--- src/rtl/dsp_mac_scheduler.sv ---
// Round-robin issue of operand sets into one shared MAC slice; results return LAT+2 cycles after grant.
// Grants are withheld when FIFO entries plus in-flight issues reach FIFO_DEPTH, so captures never overrun.
module dsp_mac_scheduler #(
  parameter int  N_REQ      = 4,
  parameter int  LAT        = 4,
  parameter int  FIFO_DEPTH = 4,
  localparam int IDW        = $clog2(N_REQ)
) (
  input  logic                 CLK,
  input  logic                 rst,
  input  logic [N_REQ-1:0]     req,
  input  logic [N_REQ*18-1:0]  req_a,
  input  logic [N_REQ*18-1:0]  req_b,
  input  logic [N_REQ*18-1:0]  req_d,
  input  logic [N_REQ*48-1:0]  req_c,
  output logic [N_REQ-1:0]     gnt,
  output logic [17:0]          dsp_a,
  output logic [17:0]          dsp_b,
  output logic [17:0]          dsp_d,
  output logic [47:0]          dsp_c,
  input  logic [47:0]          dsp_p,
  output logic                 rsp_valid,
  input  logic                 rsp_ready,
  output logic [IDW-1:0]       rsp_id,
  output logic [47:0]          rsp_data,
  output logic                 busy
);

  localparam int             AW      = $clog2(FIFO_DEPTH);
  localparam int             CW      = $clog2(FIFO_DEPTH + 1);
  localparam logic [IDW:0]   NREQ_W  = (IDW+1)'(N_REQ);
  localparam logic [IDW-1:0] LAST_ID = IDW'(N_REQ - 1);
  localparam logic [CW:0]    DEPTH_W = (CW+1)'(FIFO_DEPTH);

  logic [IDW-1:0] rr_q, rr_d, win;
  logic [IDW:0]   cand;
  logic           found, any_req, can_issue, issue;
  logic [CW:0]    used;

  logic [17:0]    a_q, a_d, b_q, b_d, d_q, d_d;
  logic [47:0]    c_q, c_d;

  logic [LAT:0]   vld_q;
  logic [IDW-1:0] tid_q [LAT+1];
  logic           push, pop;

  logic [IDW-1:0] mem_id  [FIFO_DEPTH];
  logic [47:0]    mem_dat [FIFO_DEPTH];
  logic [AW-1:0]  wr_q, wr_d, rd_q, rd_d;
  logic [CW-1:0]  count_q, count_d, inflight_q, inflight_d;

  // Rotating search: first asserted requester at or after rr_q, wrapping mod N_REQ.
  always_comb begin
    win   = '0;
    found = 1'b0;
    cand  = '0;
    for (int i = 0; i < N_REQ; i++) begin
      cand = {1'b0, rr_q} + (IDW+1)'(i);
      if (cand >= NREQ_W) cand = cand - NREQ_W;
      if (!found && req[cand[IDW-1:0]]) begin
        found = 1'b1;
        win   = cand[IDW-1:0];
      end
    end
  end

  assign any_req   = |req;
  assign used      = {1'b0, count_q} + {1'b0, inflight_q};
  assign can_issue = (used < DEPTH_W);
  assign issue     = any_req && can_issue;

  always_comb begin
    gnt = '0;
    if (issue) gnt[win] = 1'b1;
  end

  always_comb begin
    rr_d = rr_q;
    if (issue) rr_d = (win == LAST_ID) ? '0 : win + 1'b1;
  end

  always_comb begin
    a_d = '0;
    b_d = '0;
    d_d = '0;
    c_d = '0;
    if (issue) begin
      a_d = req_a[win*18 +: 18];
      b_d = req_b[win*18 +: 18];
      d_d = req_d[win*18 +: 18];
      c_d = req_c[win*48 +: 48];
    end
  end

  assign push      = vld_q[LAT];
  assign rsp_valid = (count_q != '0);
  assign pop       = rsp_valid && rsp_ready;

  always_comb begin
    inflight_d = inflight_q;
    if (issue && !push)      inflight_d = inflight_q + 1'b1;
    else if (!issue && push) inflight_d = inflight_q - 1'b1;
  end

  always_comb begin
    wr_d    = push ? wr_q + 1'b1 : wr_q;
    rd_d    = pop  ? rd_q + 1'b1 : rd_q;
    count_d = count_q;
    if (push && !pop)      count_d = count_q + 1'b1;
    else if (!push && pop) count_d = count_q - 1'b1;
  end

  always_ff @(posedge CLK or posedge rst) begin
    if (rst) begin
      rr_q       <= '0;
      a_q        <= '0;
      b_q        <= '0;
      d_q        <= '0;
      c_q        <= '0;
      vld_q      <= '0;
      for (int k = 0; k <= LAT; k++) tid_q[k] <= '0;
      inflight_q <= '0;
      wr_q       <= '0;
      rd_q       <= '0;
      count_q    <= '0;
    end else begin
      rr_q       <= rr_d;
      a_q        <= a_d;
      b_q        <= b_d;
      d_q        <= d_d;
      c_q        <= c_d;
      vld_q      <= {vld_q[LAT-1:0], issue};
      tid_q[0]   <= issue ? win : '0;
      for (int k = 1; k <= LAT; k++) tid_q[k] <= tid_q[k-1];
      inflight_q <= inflight_d;
      wr_q       <= wr_d;
      rd_q       <= rd_d;
      count_q    <= count_d;
    end
  end

  // When full, a same-edge push lands in the slot the consumer is popping this cycle.
  always_ff @(posedge CLK) begin
    if (push) begin
      mem_id[wr_q]  <= tid_q[LAT];
      mem_dat[wr_q] <= dsp_p;
    end
  end

  assign dsp_a    = a_q;
  assign dsp_b    = b_q;
  assign dsp_d    = d_q;
  assign dsp_c    = c_q;
  assign rsp_id   = rsp_valid ? mem_id[rd_q]  : '0;
  assign rsp_data = rsp_valid ? mem_dat[rd_q] : '0;
  assign busy     = (inflight_q != '0) || rsp_valid;

endmodule

--- config.mk ---
export PLATFORM = sky130hd
export DESIGN_NAME = dsp_mac_scheduler
export DESIGN_NICKNAME = d
export VERILOG_FILES = /design/src/rtl/dsp_mac_scheduler.sv
export SDC_FILE = /design/constraint.sdc
export NUM_CORES = 1
export LEC_CHECK = 0
export ABC_CLOCK_PERIOD_IN_PS = 4500
export CAP_MARGIN = 20
export CORE_AREA = 3 3 243 245
export DETAILED_ROUTE_END_ITERATION = 8
export DIE_AREA = 0 0 246 248
export PLACE_DENSITY = 0.61
export SLEW_MARGIN = 0
export SYNTH_ARGS = -nofsm -noshare
export SYNTH_HDL_FRONTEND = slang
export SYNTH_SLANG_ARGS = --single-unit
export TNS_END_PERCENT = 10
--- constraint.sdc ---
create_clock -name CLK -period 4.5 [get_ports CLK]
set_clock_uncertainty 0.15 [all_clocks]
set_input_delay 1.125 -clock CLK [delete_from_list [all_inputs] [get_ports CLK]]
set_output_delay 1.125 -clock CLK [all_outputs]
set_load 0.05 [all_outputs]
==> flow_summary.toml <==
[status]
status = "finished clean"

[synth]
ys_warn_count = 0
ys_seq_elements = 329
ys_seq_area_frac = 0.649
syn-num-nets = 1345
synth_area_per_cell_um2 = 16.4
synth_cell_types = 33
netlist_instances = 868
syn_area_mm2 = 0.0142

[critical_path]
path_max_fanout = 24
critPathLaunch = "rd_q[0]"
startpoint_type = "flip-flop"
cp.required_ns = 3.22
r2r_end = "dsp_c[9]"
r2r_cells = 6
r2r-start = "rr_q[0]"
rrSetupSlack_ns = 1.30
setup.worst_path.end = "rsp_data[16]"
worstPathArrival_ns = 3.01
endpoint_kind = "primary output"
setup.worst_path.class = "flip-flop to primary output"

[pwr]
vdd_drop_max_mv = 0.611
p_leak_uw = 0.00874
power_density_mw_per_mm2 = 649

[placed_design]
io_buffers = 620
detailed_place_hpwl_mm = 44.2
placed_cell_area_mm2 = 0.0214
place_congestion = 0.863
pre_cts_slack_ns = -0.00577

[clock_tree]
cts_hold_buf = 0
cts.sinks = 329
cts_htree_levels = 2
cts_inserted_buffers = 39
cts_buffer_depth = 3
cts.clk_slew.worst_paths_ns = 0.06
cts_tree = "yes"
cts_root_buf = "clkbuf_16"
worstSkewPairLatency_ns = 0.55

[timing]
finalHoldViolations = 0
max_freq_ghz = 0.233
drv_slew = 0
slew_headroom = 0.350
period_needed_ns = 4.29
whs_ns = 0.192
grt_setup_unrepaired = "no"
worst_slew_pin_slew_ns = 0.975
setup_ws_ns = 0.214
setup_viol = 0
period_share = 0.952

[finish]
mostFrequentLayoutCells = "615 x clkdlybuf4s50_1, 204 x mux2i_1, 200 x edfxtp_1"
nets = 1975
multiInputGateArea_mm2 = 0.00468
drive_gt1_frac = 0.104
fill_cells = 5419
seq_area_mm2 = 0.00924
final_area_mm2 = 0.0227
layout_commonest_cell = "clkdlybuf4s50_1"
area_growth_pct = 59.8

[drt]
wl_per_cell_um = 24.8
vias = 10296
post-route-drc-count = 0
ant_nets = 0
drtIter0Drc = 417
routed_via_density = 4.48
wl_mm = 57.0
first_pass_iters = 4

[floorplan]
initial_core_util = 0.248
io_pins = 621
core_area_mm2 = 0.0574
die_y_um = 248
die_w_um = 246
rows = 88
die_area_mm2 = 0.0610

[hold_path]
hp-class = "flip-flop to flip-flop"
worstHoldStart = "tid_q[4]"

[grt]
antenna_found_initial = 15
grt_pass1_vias = 10954
grt_max_degree = 67
track_usage = 0.181
grt_remaining_overflow = 0
grt_pass1_wl_mm = 79.3

[job]
cap_violations = 0
## critical path: stages (launching register included)
cell             delay [ns]
dfrtp_4                0.77
buf_4                  0.27
mux4_2                 0.51
and2_1                 0.18
clkdlybuf4s50_1        0.70
## kinds of logic after synthesis
group / share of synthesized area
adders and majority gates: 0.0134
AOI/OAI and AO/OA: 0.0492
buffers and inverters: 0.0253
and+or+nand+nor: 0.0327
DFF: 0.649
xor gates and xnor gates: 0.00554
muxes: 0.225
## state kept, by name (all words and copies together) (netlist names), 3 cells and up
register,count
dsp_b,18
dsp_c,48
vld_q,5
dsp_d,18
count_q,3
inflight_q,3
mem_id,8
tid_q,10
dsp_a,18
mem_dat,192
## synthesized netlist by cell type
cell type / n / share of area
mux2i_1: 204 / 0.14
edfxtp_1: 200 / 0.42
dfrtp_1: 129 / 0.23
o22ai_1: 102 / 0.045
and2_1: 59 / 0.026
mux4_2: 50 / 0.079
buf_2: 36 / 0.013
clkbuf_1: 18 / 0.0047
ha_1: 12 / 0.011
buf_4: 7 / 0.0037
inv_1: 7 / 0.0018
nor2_1: 6 / 0.0016
xor2_1: 5 / 0.0031
nand2_1: 4 / 0.0011
xnor2_1: 4 / 0.0025
inv_2: 3 / 0.00079
buf_6: 2 / 0.0016
fa_1: 2 / 0.0028
mux2_2: 2 / 0.0016
nand2b_1: 2 / 0.00088
or3_1: 2 / 0.00088
a21boi_1: 1 / 0.00053
a21oi_1: 1 / 0.00035
a311oi_1: 1 / 0.00062
a311oi_4: 1 / 0.0018
and3b_1: 1 / 0.00062
mux2_1: 1 / 0.00079
nand2_2: 1 / 0.00044
nand3_1: 1 / 0.00035
nor4_1: 1 / 0.00044
o21ai_0: 1 / 0.00035
o32a_1: 1 / 0.00070
or4_1: 1 / 0.00053
## per-stage QoR
stage,TNS [ns],util,instances,total power (uW)
6_report,0,0.396,2298,14800
2_1_floorplan,0,-,868,8960
3_5_place_dp,-0.00577,0.373,2222,11700
4_1_cts,0,0.396,2291,15000
3_3_place_gp,0,0.373,2222,11600
5_1_grt,0,0.396,2292,15500
## power breakdown
group / total, uW / internal (uW) / switching, uW
clock network: 3230 / 1960 / 1260
registers: 4210 / 3870 / 336
logic: 7330 / 2910 / 4420
total: 14800 / 8740 / 6020
## worst min path at each step
stage	to	slack [ns]	depth (start not counted)
global route	tid_q[2]	0.20	0
CTS	tid_q[2]	0.19	0
detailed placement	tid_q[5]	0.18	0
floorplan	tid_q[0]	0.18	0
finish	tid_q[2]	0.19	0
global placement	tid_q[1]	0.18	0
## cell type report
class | count | area share
sequential | 329 | 0.406
multi-input combinational | 466 | 0.206
antenna | 7 | 0.000770
inverter | 10 | 0.00182
clock buffer | 56 | 0.0475
timing repair buffer | 652 | 0.286
clock inverter | 13 | 0.0100
tap | 765 | 0.0421
## routing by layer
layer  part of all wire  routed length, um  vias up  track usage
met3              0.078               4460       72       0.0610
met2               0.52              29600      376        0.320
li1                   -                  -     4659            -
met4              0.020               1120        6       0.0419
met5            0.00081                 46        -            0
met1               0.38              21800     5183        0.212
## timing repair
action / in CTS / in global routing
endpoints found under the setup margin: 0 / 20
gates resized for setup: 0 / 1
setup buffers: 0 / 0
endpoints found under the hold margin: 0 / 0
(Power assumes the default switching activity.)
